--- config.mk ---
export PLATFORM = sky130hd
export DESIGN_NAME = sync_fifo_flat
export DESIGN_NICKNAME = d
export VERILOG_FILES = /design/src/rtl/sync_fifo_pkg.sv /design/src/rtl/sync_fifo_if.sv /design/src/rtl/sync_fifo_ram.sv /design/src/rtl/sync_fifo.sv /design/src/flat_wrapper.sv
export SDC_FILE = /design/constraint.sdc
export NUM_CORES = 1
export LEC_CHECK = 0
export BUFFER_PORTS_ARGS = -buffer_cell sky130_fd_sc_hd__buf_2
export CAP_MARGIN = 30
export CORE_AREA = 2 2 213 215
export DETAILED_ROUTE_END_ITERATION = 12
export DIE_AREA = 0 0 215 217
export PLACE_DENSITY_LB_ADDON = 0.15
export SETUP_SLACK_MARGIN = 0.15
export SLEW_MARGIN = 10
export SYNTH_ARGS = -nofsm -noshare
export SYNTH_HDL_FRONTEND = slang
export SYNTH_SLANG_ARGS = --single-unit
--- constraint.sdc ---
create_clock -name clock -period 9.3 [get_ports clock]
set_input_delay 1.86 -clock clock [delete_from_list [all_inputs] [get_ports clock]]
set_output_delay 1.86 -clock clock [all_outputs]
set_load 0.01 [all_outputs]
--- src/rtl/sync_fifo_pkg.sv ---
// Shared definitions for the synchronous FIFO: read-mode constants and a
// ceiling-log2 helper used to size pointers and the occupancy counter.
package fifo_defs;

  localparam int FWFT_STANDARD    = 0;
  localparam int FWFT_FALLTHROUGH = 1;

  function automatic int clog2(input int value);
    int result;
    result = 0;
    for (int i = 0; i < 31; i++) begin
      if ((1 << i) < value) begin
        result = i + 1;
      end
    end
    return result;
  endfunction

endpackage

--- src/rtl/sync_fifo_if.sv ---
// Write/read handshake and status bundle between a FIFO and its user.
// The FIFO side uses the slave modport.
interface sync_fifo_if
  import fifo_defs::*;
#(
  parameter int DATA_WIDTH = 32,
  parameter int FIFO_DEPTH = 16
);

  localparam int CW = clog2(FIFO_DEPTH) + 1;

  logic                  push;
  logic [DATA_WIDTH-1:0] in_data;
  logic                  pop;
  logic [DATA_WIDTH-1:0] out_data;
  logic                  out_valid;
  logic                  full;
  logic                  empty;
  logic                  almost_full;
  logic                  almost_empty;
  logic [CW-1:0]         count;
  logic                  overflow;
  logic                  underflow;
  logic                  pushed_last;
  logic                  popped_last;
  logic                  fifo_ready;

  modport master (
    output push, in_data, pop,
    input  out_data, out_valid, full, empty, almost_full, almost_empty,
    input  count, overflow, underflow, pushed_last, popped_last, fifo_ready
  );

  modport slave (
    input  push, in_data, pop,
    output out_data, out_valid, full, empty, almost_full, almost_empty,
    output count, overflow, underflow, pushed_last, popped_last, fifo_ready
  );

endinterface

--- src/rtl/sync_fifo_ram.sv ---
// Simple dual-port storage for the FIFO. Contents are never reset; only the
// registered read port (standard mode) is cleared so out_data starts at zero.
module fifo_ram
  import fifo_defs::*;
#(
  parameter int DATA_WIDTH = 32,
  parameter int DEPTH      = 16,
  parameter int ADDR_WIDTH = 4,
  parameter int FWFT       = FWFT_STANDARD
) (
  input  logic                  clock,
  input  logic                  clear,
  input  logic                  rd_flush,
  input  logic                  wr_en,
  input  logic [ADDR_WIDTH-1:0] wr_addr,
  input  logic [DATA_WIDTH-1:0] wr_data,
  input  logic                  rd_en,
  input  logic [ADDR_WIDTH-1:0] rd_addr,
  output logic [DATA_WIDTH-1:0] rd_data
);

  logic [DATA_WIDTH-1:0] mem [DEPTH];

  always_ff @(posedge clock) begin
    if (wr_en) begin
      mem[wr_addr] <= wr_data;
    end
  end

  generate
    if (FWFT == FWFT_STANDARD) begin : g_registered
      logic [DATA_WIDTH-1:0] rd_data_q;
      logic [DATA_WIDTH-1:0] rd_data_d;

      // Same-edge write to the read address returns the old word.
      always_comb begin
        rd_data_d = rd_data_q;
        if (rd_flush) begin
          rd_data_d = '0;
        end else if (rd_en) begin
          rd_data_d = mem[rd_addr];
        end
      end

      always_ff @(posedge clock or posedge clear) begin
        if (clear) begin
          rd_data_q <= '0;
        end else begin
          rd_data_q <= rd_data_d;
        end
      end

      assign rd_data = rd_data_q;
    end else begin : g_async
      logic unused_ctrl;
      assign unused_ctrl = ^{clear, rd_flush, rd_en};
      assign rd_data     = mem[rd_addr];
    end
  endgenerate

endmodule

--- src/rtl/sync_fifo.sv ---
// Single-clock circular-buffer FIFO with registered level flags, sticky
// overflow/underflow, fill/drain pulses and optional first-word-fall-through.
module sync_fifo
  import fifo_defs::*;
#(
  parameter int DATA_WIDTH         = 32,
  parameter int FIFO_DEPTH         = 16,
  parameter int ALMOST_FULL_LEVEL  = FIFO_DEPTH - 2,
  parameter int ALMOST_EMPTY_LEVEL = 2,
  parameter int FWFT               = FWFT_STANDARD
) (
  input  logic       clock,
  input  logic       clear,
  input  logic       enable,
  input  logic       flush,
  sync_fifo_if.slave bus
);

  localparam int AW = clog2(FIFO_DEPTH);
  localparam int CW = AW + 1;

  localparam logic [CW-1:0] DEPTH_C = CW'(FIFO_DEPTH);
  localparam logic [CW-1:0] AF_C    = CW'(ALMOST_FULL_LEVEL);
  localparam logic [CW-1:0] AE_C    = CW'(ALMOST_EMPTY_LEVEL);

  logic [AW-1:0]         wr_ptr_q, wr_ptr_d;
  logic [AW-1:0]         rd_ptr_q, rd_ptr_d;
  logic [CW-1:0]         count_q, count_d;
  logic                  full_q, full_d;
  logic                  empty_q, empty_d;
  logic                  almost_full_q, almost_full_d;
  logic                  almost_empty_q, almost_empty_d;
  logic                  out_valid_q, out_valid_d;
  logic                  overflow_q, overflow_d;
  logic                  underflow_q, underflow_d;
  logic                  pushed_last_q, pushed_last_d;
  logic                  popped_last_q, popped_last_d;
  logic                  push_acc;
  logic                  pop_acc;
  logic [DATA_WIDTH-1:0] ram_rd_data;

  // A full FIFO still accepts a push when a pop frees the slot this cycle.
  assign pop_acc  = enable & ~flush & bus.pop & (count_q != '0);
  assign push_acc = enable & ~flush & bus.push & ((count_q != DEPTH_C) | pop_acc);

  always_comb begin
    wr_ptr_d      = wr_ptr_q;
    rd_ptr_d      = rd_ptr_q;
    count_d       = count_q;
    out_valid_d   = 1'b0;
    overflow_d    = overflow_q;
    underflow_d   = underflow_q;
    pushed_last_d = 1'b0;
    popped_last_d = 1'b0;

    if (flush) begin
      wr_ptr_d    = '0;
      rd_ptr_d    = '0;
      count_d     = '0;
      overflow_d  = 1'b0;
      underflow_d = 1'b0;
    end else begin
      if (push_acc) begin
        wr_ptr_d = wr_ptr_q + AW'(1);
      end
      if (pop_acc) begin
        rd_ptr_d = rd_ptr_q + AW'(1);
      end
      case ({push_acc, pop_acc})
        2'b10:   count_d = count_q + CW'(1);
        2'b01:   count_d = count_q - CW'(1);
        default: count_d = count_q;
      endcase
      out_valid_d   = (FWFT == FWFT_STANDARD) && pop_acc;
      overflow_d    = overflow_q | (enable & bus.push & full_q & ~pop_acc);
      underflow_d   = underflow_q | (enable & bus.pop & empty_q);
      pushed_last_d = push_acc & ~pop_acc & (count_q == DEPTH_C - CW'(1));
      popped_last_d = pop_acc & ~push_acc & (count_q == CW'(1));
    end

    full_d         = (count_d == DEPTH_C);
    empty_d        = (count_d == '0);
    almost_full_d  = (count_d >= AF_C);
    almost_empty_d = (count_d <= AE_C);
  end

  always_ff @(posedge clock or posedge clear) begin
    if (clear) begin
      wr_ptr_q       <= '0;
      rd_ptr_q       <= '0;
      count_q        <= '0;
      full_q         <= 1'b0;
      empty_q        <= 1'b1;
      almost_full_q  <= 1'b0;
      almost_empty_q <= 1'b1;
      out_valid_q    <= 1'b0;
      overflow_q     <= 1'b0;
      underflow_q    <= 1'b0;
      pushed_last_q  <= 1'b0;
      popped_last_q  <= 1'b0;
    end else begin
      wr_ptr_q       <= wr_ptr_d;
      rd_ptr_q       <= rd_ptr_d;
      count_q        <= count_d;
      full_q         <= full_d;
      empty_q        <= empty_d;
      almost_full_q  <= almost_full_d;
      almost_empty_q <= almost_empty_d;
      out_valid_q    <= out_valid_d;
      overflow_q     <= overflow_d;
      underflow_q    <= underflow_d;
      pushed_last_q  <= pushed_last_d;
      popped_last_q  <= popped_last_d;
    end
  end

  fifo_ram #(
    .DATA_WIDTH (DATA_WIDTH),
    .DEPTH      (FIFO_DEPTH),
    .ADDR_WIDTH (AW),
    .FWFT       (FWFT)
  ) u_ram (
    .clock    (clock),
    .clear    (clear),
    .rd_flush (flush),
    .wr_en    (push_acc),
    .wr_addr  (wr_ptr_q),
    .wr_data  (bus.in_data),
    .rd_en    (pop_acc),
    .rd_addr  (rd_ptr_q),
    .rd_data  (ram_rd_data)
  );

  generate
    if (FWFT == FWFT_STANDARD) begin : g_std_out
      assign bus.out_valid = out_valid_q;
      assign bus.out_data  = ram_rd_data;
    end else begin : g_fwft_out
      logic unused_valid;
      assign unused_valid  = out_valid_q;
      assign bus.out_valid = ~empty_q;
      assign bus.out_data  = empty_q ? '0 : ram_rd_data;
    end
  endgenerate

  assign bus.count        = count_q;
  assign bus.full         = full_q;
  assign bus.empty        = empty_q;
  assign bus.almost_full  = almost_full_q;
  assign bus.almost_empty = almost_empty_q;
  assign bus.overflow     = overflow_q;
  assign bus.underflow    = underflow_q;
  assign bus.pushed_last  = pushed_last_q & enable;
  assign bus.popped_last  = popped_last_q & enable;
  assign bus.fifo_ready   = enable & ~clear & ~flush;

endmodule

--- src/flat_wrapper.sv ---
// flat-port wrapper written by rule: the top's interface ports become plain ports
module sync_fifo_flat import fifo_defs::*;
#(
  parameter int DATA_WIDTH         = 32,
  parameter int FIFO_DEPTH         = 16,
  parameter int ALMOST_FULL_LEVEL  = FIFO_DEPTH - 2,
  parameter int ALMOST_EMPTY_LEVEL = 2,
  parameter int FWFT               = FWFT_STANDARD
)
  (clock, clear, enable, flush, bus_push, bus_in_data, bus_pop, bus_out_data, bus_out_valid, bus_full, bus_empty, bus_almost_full, bus_almost_empty, bus_count, bus_overflow, bus_underflow, bus_pushed_last, bus_popped_last, bus_fifo_ready);
  sync_fifo_if #(.DATA_WIDTH(DATA_WIDTH), .FIFO_DEPTH(FIFO_DEPTH)) bus_i ();
  input  logic clock;
  input  logic clear;
  input  logic enable;
  input  logic flush;
  input wire logic [$bits(bus_i.push)-1:0] bus_push;
  input wire logic [$bits(bus_i.in_data)-1:0] bus_in_data;
  input wire logic [$bits(bus_i.pop)-1:0] bus_pop;
  output wire logic [$bits(bus_i.out_data)-1:0] bus_out_data;
  output wire logic [$bits(bus_i.out_valid)-1:0] bus_out_valid;
  output wire logic [$bits(bus_i.full)-1:0] bus_full;
  output wire logic [$bits(bus_i.empty)-1:0] bus_empty;
  output wire logic [$bits(bus_i.almost_full)-1:0] bus_almost_full;
  output wire logic [$bits(bus_i.almost_empty)-1:0] bus_almost_empty;
  output wire logic [$bits(bus_i.count)-1:0] bus_count;
  output wire logic [$bits(bus_i.overflow)-1:0] bus_overflow;
  output wire logic [$bits(bus_i.underflow)-1:0] bus_underflow;
  output wire logic [$bits(bus_i.pushed_last)-1:0] bus_pushed_last;
  output wire logic [$bits(bus_i.popped_last)-1:0] bus_popped_last;
  output wire logic [$bits(bus_i.fifo_ready)-1:0] bus_fifo_ready;
  assign bus_i.push = bus_push;
  assign bus_i.in_data = bus_in_data;
  assign bus_i.pop = bus_pop;
  assign bus_out_data = bus_i.out_data;
  assign bus_out_valid = bus_i.out_valid;
  assign bus_full = bus_i.full;
  assign bus_empty = bus_i.empty;
  assign bus_almost_full = bus_i.almost_full;
  assign bus_almost_empty = bus_i.almost_empty;
  assign bus_count = bus_i.count;
  assign bus_overflow = bus_i.overflow;
  assign bus_underflow = bus_i.underflow;
  assign bus_pushed_last = bus_i.pushed_last;
  assign bus_popped_last = bus_i.popped_last;
  assign bus_fifo_ready = bus_i.fifo_ready;
  sync_fifo #(.DATA_WIDTH(DATA_WIDTH), .FIFO_DEPTH(FIFO_DEPTH), .ALMOST_FULL_LEVEL(ALMOST_FULL_LEVEL), .ALMOST_EMPTY_LEVEL(ALMOST_EMPTY_LEVEL), .FWFT(FWFT)) u_core (.clock(clock), .clear(clear), .enable(enable), .flush(flush), .bus(bus_i));
endmodule
# Yosys cells after proc, flatten, opt, wreduce, memory -nomap -nowiden
# Memory sizes are Yosys's and may differ from the RTL's.
# Index checks and enable logic that the tools add are counted.
# totals
register_bits	54
mem_bits_rw	512
input_bits	38
out_inout_bits	47
word_cells	70
memories	1
# mem_list
name	words	word_bits	read_ports	rd_ports_with_merged_regs	write_ports	line	rtl
u_core.u_ram.mem	16	32	1	0	1	sync_fifo_ram.sv:22	logic [DATA_WIDTH-1:0] mem [DEPTH];
# op_classes
addsub	4
magnitude_cmp	2
eq_ne	6
n_mux	15
bitwise_logic	25
reduce_logical	4
# op_table
cell	count
$mux 32	2
$and 1x1->1	18
$mux 4	4
$pmux 5 s2	1
$add 4x1->4 const B	2
$mux 1	7
$add 5x1->5 const B	1
$eq 5x1->1 const B	1
$eq 5x4->1 const B	1
$eq 5x5->1 const B	1
$ge 5x4->1 const B	1
$le 5x2->1 const B	1
$logic_not 5->1	1
$mux 5	1
$ne 5x5->1 const B	1
$reduce_bool 5->1	1
$sub 5x1->5 const B	1
$not 1->1	4
$reduce_bool 2->1	2
$or 1x1->1	3
$eq 2x1->1 const B	1
$eq 2x2->1 const B	1

# Depth between registers and ports, before layout
# Gate-level depths: netlist of the first run.
# logic_depth
ltp_word	10
depth_mapped	13
mapped_depth_nobuf	11

# Cells and area by module
# Synthesis of the first run repeated with hierarchy kept, for this count alone.
# unflattened
cells_unflattened	1343
hier_area_um2	22477.8
# modules_own_cells
mod	n_inst	cells_each	area_per_inst_um2	seq_area_each_um2
fifo_ram	1	1217	21179.1	16175.5
sync_fifo	1	126	1298.7	553.0

# Worst setup path after synthesis of the first run
# OpenSTA, ideal clock, no wires.
# synth_path
path_kind	input to output
start	in clear
end	out bus_fifo_ready
arrival_ps	3306
required_time_ps	7440
path_slack_ps	4134
stages	2
n_path_buf	0
cell_sequence	inv_1 -> and2_1
# synth_via
elab_chain_cells	3
# synth_lines
item	line	rtl
start, declared	flat_wrapper.sv:13	input logic clear;
$not 1->1	sync_fifo.sv:155	assign bus.fifo_ready = enable & ~clear & ~flush;
$and 1x1->1 (2 in series)	sync_fifo.sv:155	
end, declared	flat_wrapper.sv:30	output wire logic [$bits(bus_i.fifo_ready)-1:0] bus_fifo_ready;
# No other way between the ends.

# Worst setup path after layout of the first run
# Same ends and word-level chain as after synthesis.

==> results of run 1 <==
==> logic make-up (layout without fill, tap and decap cells) <==
kind of cell | Yosys count | count (layout) | synth area share (%)
AOI/OAI and AO/OA | 107 | 107 | 3.92
muxes | 162 | 162 | 14.7
xor gates and xnor gates | 6 | 6 | 0.240
DFF | 566 | 566 | 76.2
and+or+nand+nor | 94 | 94 | 2.29
adders and majority gates | 13 | 13 | 0.741
buffers and inverters | 82 | 240 | 1.86
==> placed cells by master (no fill, tap or decap), types with 3 or more instances in the layout <==
cell type and n:
clkbuf_8 12, xor2_1 4, a211o_1 11, clkbuf_16 59, clkinv_2 13, o21ai_0 15
nand4_1 4, inv_1 22, dfrtp_4 3, and3_1 3, nor3_1 4, nand2_1 7
a221oi_2 20, and2_1 4, nand3_1 12, dfrtp_1 49, mux4_2 128, nor2b_1 4
buf_16 5, o22ai_1 21, edfxtp_1 512, nor2_1 30, mux2i_1 33, a21oi_1 25
and2_2 16, buf_2 84, buf_4 13, clkbuf_1 20, buf_12 6, ha_1 13
nor3b_1 3
==> power groups by stage <==
| stage | Clock, mW | Sequential (mW) | Combinational, mW |
|---|---|---|---|
| after floorplan | 0 | 2.85 | 0.0416 |
| after global placement | 0 | 2.85 | 0.0955 |
| after detailed placement | 0 | 2.85 | 0.101 |
| after CTS | 2.24 | 2.79 | 0.101 |
| after global routing | 2.34 | 2.79 | 0.112 |
| final | 2.19 | 2.79 | 0.101 |
==> through the flow <==
stage	total power, mW	area (µm²)	worst slack (ns)
after detailed placement	2.95	23100	4.24
after global routing	5.25	25000	4.27
final	5.09	25000	4.43
after global placement	2.94	22900	4.32
after CTS	5.14	24900	4.37
after floorplan	2.89	21900	4.13
==> layer usage <==
layer	part of all wire (%)	routed length, µm	up-vias	global-route usage, %
met3	4.0	1820	59	3.76
met5	0.018	8	-	0
met4	1.7	781	2	5.08
met1	44	19700	5475	27.0
li1	-	-	4487	-
met2	51	22900	226	33.4
==> final cells by class <==
type,instances,area [µm²]
fillers,3475,19700
flip-flops and latches,566,16700
multi-input cells,382,4830
clock buffers,91,1720
repair buffers,108,776
well taps,600,751
clock inverters,18,97.6
inverters,23,86.3
==> worst reg2reg max path, cell delays in order, from the launching register on <==
cell,delay [ns]
dfrtp_1,0.53
inv_1,0.12
ha_1,0.21
or3b_4,0.24
o211a_4,0.77
ha_1,0.51
or3b_1,0.39
o41ai_1,0.26
a211oi_1,0.13
and2_1,0.21
a41o_1,0.25
==> final timing paths <==
path                                            to  slack [ns]
max                                 bus_fifo_ready        4.43
min                        u_core.u_ram.rd_data[6]        0.48
max reg2reg                       u_core.bus.empty        5.61
min reg2reg                u_core.u_ram.rd_data[6]        0.48
max in group asynchronous       u_core.rd_ptr_q[0]        7.16
min in group asynchronous     u_core.bus.out_valid        1.52
==> cells in the mapped netlist (all sizes together) <==
| cell type | count | share of area [%] |
|---|---|---|
| nor3 | 4 | 0.091 |
| or3b | 2 | 0.091 |
| mux2i | 33 | 1.5 |
| clkbuf | 21 | 0.36 |
| o311a | 2 | 0.091 |
| mux4 | 128 | 13 |
| and2 | 21 | 0.61 |
| nand3 | 12 | 0.27 |
| dfstp | 2 | 0.24 |
| ha | 13 | 0.74 |
| a21oi | 25 | 0.57 |
| o311ai | 1 | 0.040 |
| o211a | 2 | 0.091 |
| mux2 | 1 | 0.051 |
| nand4 | 4 | 0.11 |
| buf | 38 | 1.1 |
| nand3b | 1 | 0.091 |
| nor2 | 30 | 0.51 |
| a41oi | 1 | 0.040 |
| a31oi | 1 | 0.029 |
| o22ai | 21 | 0.60 |
| xor2 | 4 | 0.16 |
| o221a | 1 | 0.051 |
| nor3b | 3 | 0.10 |
| a211o | 11 | 0.44 |
| nor2b | 4 | 0.11 |
| a211oi | 1 | 0.034 |
| nand2b | 2 | 0.057 |
| xnor2 | 2 | 0.080 |
| o21ai | 16 | 0.36 |
| a21o | 1 | 0.034 |
| edfxtp | 512 | 70 |
| dfrtp | 52 | 5.9 |
| inv | 23 | 0.39 |
| or2 | 1 | 0.029 |
| a221oi | 21 | 1.4 |
| nand2 | 7 | 0.12 |
| o41ai | 2 | 0.080 |
| and3 | 3 | 0.086 |
| a41o | 1 | 0.046 |
==> sequential cells by signal, indices dropped and copies added (netlist names) <==
name,flops
u_core.bus.underflow,1
u_core.bus.full,1
u_core.bus.empty,1
u_core.wr_ptr_q,4
u_core.bus.count,5
u_core.pushed_last_q,1
u_core.bus.almost_full,1
u_core.bus.out_valid,1
u_core.u_ram.rd_data,32
u_core.rd_ptr_q,4
u_core.popped_last_q,1
u_core.u_ram.mem,512
u_core.bus.almost_empty,1
u_core.bus.overflow,1
==> results.py, run 1 <==
metrics = {
    "placement": {
        "port_buffers": 84,
        "place_hpwl_mm": 25.4,
        "place.gp.congestion": 0.739,
        "dpl.cell_count": 1674,
    },
    "global_route": {
        "antenna_found_initial": 1,
        "grt_pass1_vias": 10896,
        "grt.overflow.total": 0,
        "grt_pass1_wl_mm": 68.3,
        "grt_usage_pct": 19.8,
        "grt_max_degree": 64,
    },
    "sta": {
        "final_max_slew_viol_count": 0,
        "finalSetupViolCount": 0,
        "rsz0062_at_grt": "false",
        "max_freq_ghz": 0.205,
        "fin_crit_sh_pct": 52.3,
        "tns_ns": 0,
        "hold_ws_ns": 0.484,
        "hold_viol": 0,
        "tightest_slew_ns": 0.972,
        "relSlewSlack_pct": 35.2,
        "fin_crit_ns": 4.87,
        "fin_worst_skew_ns": 0.0161,
    },
    "pwr": {
        "intPower_mw": 4.08,
        "clkPwrFrac_pct": 43.1,
        "power.density_nw_per_um2": 203,
        "vdd_drop_max_v": 0.000126,
        "p_switching_mw": 1.01,
        "leakagePower_nw": 8.36,
        "p_seq_share_pct": 54.9,
        "p_sw_share_pct": 19.8,
        "combPwrFrac_pct": 2.0,
    },
    "setup_path": {
        "path_class": "in2out",
        "cp.required_ns": 7.44,
        "cp-start-kind": "primary input",
        "worstRegToRegCells": 10,
        "critPathLaunch": "clear",
        "cp.arrival_ns": 3.01,
        "endpoint_kind": "output pin",
        "cp.depth": 5,
        "critical_path_buf_inv_count": 4,
        "crit_chain": "buf_2, inv_2, buf_4, and2_1, buf_2",
        "crit_fanout": 55,
        "cpPeakStageDelay_ns": 0.64,
        "crit_top_cell": "buf_2",
        "critPathSlowestCell": "buf_4",
        "critPathTopFamily": "buffers and inverters",
        "r2r_start": "u_core.bus.count[0]",
    },
    "clock_network": {
        "cts_tree": "built",
        "cts_buffers": 58,
        "clk_path_buf_depth": 3,
        "cts_setup_buffers": 0,
        "cts-root-buf": "clkbuf_16",
        "path_clk_slew_ns": 0.06,
        "htree_levels": 2,
        "clock_sinks": 566,
        "ctsHoldBuffers": 0,
        "clock_latency_ns": 0.60,
        "cts_resized": 0,
    },
    "outcome": {
        "status": "completed",
    },
    "cells_and_area": {
        "fin_util_pct": 55.9,
        "diodes": 0,
        "area_growth_pct": 13.9,
        "nets": 1190,
        "drive_gt1_share_pct": 31.3,
        "instances_no_fill": 1788,
    },
    "worst_hold_path": {
        "hp-class": "reg2reg",
        "min_delay_path_depth": 1,
        "worstHoldStart": "u_core.u_ram.rd_data[6]",
    },
    "detailed_routing": {
        "postRouteAntennaNets": 0,
        "first_iter_violations": 827,
        "firstDrtPassIters": 4,
        "wl_mm": 45.2,
        "vias": 10249,
        "drc_errors": 0,
        "via_per_inst": 5.73,
        "routedWlPerCell_um": 25.3,
    },
    "synthesis": {
        "syn_area_um2": 21900,
        "synthesis.nets": 1081,
        "ys.warnings.count": 0,
        "ys_ff_latch": 566,
        "synth_cell_types": 48,
        "ys_seq_area_share_pct": 76.2,
        "avgSynthCellArea_um2": 21.3,
        "synth_cells": 1030,
    },
    "floorplan": {
        "rows": 78,
        "die_h_um": 217,
        "initial_core_util_pct": 49.1,
        "dieArea_um2": 46700,
        "core_um2": 44700,
        "fp.dieW_um": 215,
        "num_io_pins": 85,
    },
    "flow_run": {
        "max_cap_violations": 0,
    },
}
(Power assumes the default switching activity.)
==> run 2: changes to the inputs <==
==> constraint.sdc (replaced) <==
create_clock -name clock -period 4.3 [get_ports clock]
set_input_delay 0.86 -clock clock [delete_from_list [all_inputs] [get_ports clock]]
set_output_delay 0.86 -clock clock [all_outputs]
set_load 0.01 [all_outputs]
==> run 2 against run 1 <==
- worst hold slack worse by 0.12 ns
- critical path depth up 7
- clock-buffer cell count down 21
- clock skew down 0.0011 ns
- sequential share of layout area down 0.54 points
- combinational power up 120%
- core utilization up 0.45 points
- sequential cell count unchanged
- wire length up 6.7%
- clock power up 130%
- die area unchanged
- largest power group unchanged
==> results.py, run 2 (same netlist as run 1, synthesis figures left out) <==
metrics = {
    "cells_and_area": {
        "largest-register": "u_core.u_ram.mem",
        "nets": 1203,
        "area_growth_pct": 14.9,
        "final-seq-area_um2": 16700,
        "final_area_um2": 25200,
        "final_common_cell": "edfxtp_1",
        "diodes": 0,
        "n_fill_cell": 3474,
        "multi_input_area_um2": 4830,
        "drive_gt1_share_pct": 31.9,
        "largest_reg_flops": 512,
        "mostFrequentLayoutCells": "edfxtp_1, mux4_2, buf_2",
    },
    "floorplan": {
        "num_io_pins": 85,
        "core_um2": 44700,
        "initial_core_util_pct": 49.1,
        "rows": 78,
        "die_h_um": 217,
        "fp.dieW_um": 215,
        "dieArea_um2": 46700,
    },
    "sta": {
        "tns_ns": 0,
        "setup_ws_ns": 0.876,
        "fin_crit_ns": 3.42,
        "fin_worst_skew_ns": 0.0150,
        "tightest_slew_ns": 0.874,
        "relSlewSlack_pct": 41.7,
        "rsz0062_at_grt": "false",
        "max_freq_ghz": 0.292,
        "final_max_slew_viol_count": 0,
        "finalSetupViolCount": 0,
        "hold_viol": 0,
        "fin_crit_sh_pct": 79.6,
    },
    "detailed_routing": {
        "drc_errors": 0,
        "wl_mm": 48.2,
        "postRouteAntennaNets": 0,
        "first_iter_violations": 848,
        "vias": 10554,
        "routedWlPerCell_um": 26.8,
        "via_per_inst": 5.86,
        "firstDrtPassIters": 5,
    },
    "setup_path": {
        "endpoint_kind": "flip-flop",
        "cp-start-kind": "flip-flop",
        "path_class": "reg2reg",
        "worstRegToRegCells": 12,
        "cp.arrival_ns": 3.96,
        "rrSetupSlack_ns": 0.88,
        "crit_fanout": 11,
        "cp.required_ns": 4.83,
    },
    "flow_run": {
        "max_cap_violations": 0,
    },
    "clock_network": {
        "clock_latency_ns": 0.61,
        "cts-root-buf": "clkbuf_16",
        "clk_path_buf_depth": 3,
        "ctsHoldBuffers": 0,
        "cts_buffers": 58,
        "cts_tree": "built",
        "cts_setup_buffers": 0,
        "htree_levels": 2,
        "cts_resized": 0,
        "clock_sinks": 566,
        "path_clk_slew_ns": 0.06,
    },
    "placement": {
        "place.gp.congestion": 0.776,
        "placed_area_um2": 23300,
        "place_hpwl_mm": 26.3,
        "dp_slack_ns": 0.781,
        "port_buffers": 84,
    },
    "pwr": {
        "vdd_drop_max_v": 0.000272,
        "leakagePower_nw": 8.45,
        "power.density_nw_per_um2": 447,
    },
    "global_route": {
        "grt_pass1_vias": 11013,
        "grt_pass1_wl_mm": 72.1,
        "grt_max_degree": 55,
        "antenna_found_initial": 3,
        "grt_usage_pct": 21.2,
        "grt.overflow.total": 0,
    },
    "outcome": {
        "status": "completed",
    },
    "worst_hold_path": {
        "hp-class": "in2async",
    },
}
[run 2: power by group]
part / leakage, nW / switching (mW) / internal, mW
clock: 0.922 / 2.08 / 2.91
combinational: 2.18 / 0.159 / 0.0688
sequential: 5.34 / 0.0159 / 6.02
[run 2: path summary, 6_finish.rpt]
check                                         from                 endpoint
max in group asynchronous                    clear       u_core.rd_ptr_q[3]
max                            u_core.bus.count[0]  u_core.bus.almost_empty
max reg2reg                    u_core.bus.count[0]  u_core.bus.almost_empty
min in group clock         u_core.u_ram.rd_data[7]  u_core.u_ram.rd_data[7]
min reg2reg                u_core.u_ram.rd_data[7]  u_core.u_ram.rd_data[7]
min                                          clear      u_core.bus.overflow
[run 2: worst max-delay path: stages, from the launching register on]
cell      delay, ns
dfrtp_1        0.48
inv_1          0.12
ha_1           0.14
or3b_4         0.39
o311a_1        0.31
buf_4          0.18
inv_1          0.12
ha_1           0.36
or3b_1         0.40
o41ai_1        0.27
a211oi_1       0.15
and2_1         0.21
o221a_2        0.24
[run 2: cell type report]
| type | instances | area share [%] |
|---|---|---|
| Clock inverter | 39 | 1.52 |
| Multi-Input combinational cell | 382 | 19.2 |
| Tap cell | 600 | 2.98 |
| Timing Repair Buffer | 121 | 3.58 |
| Clock buffer | 70 | 5.98 |
| Sequential cell | 566 | 66.4 |
| Inverter | 23 | 0.343 |
[run 2: per-stage QoR]
step	hold slack (ns)	util, %	cells	power (mW)
final	0.362	56.4	1801	11.3
after CTS	0.492	56.3	1800	11.4
after detailed placement	0.478	52.1	1691	6.38
after global routing	0.386	56.4	1801	11.6
after global placement	0.465	52.1	1689	6.37
after floorplan	0.529	-	1030	6.24
[run 2: routing by layer]
metal	track usage [%]	vias to the layer above	routed length, µm
met3	3.58	80	2670
met4	5.91	4	965
met1	30.4	5650	21400
met2	34.0	312	23100
met5	0	-	27
li1	-	4508	-
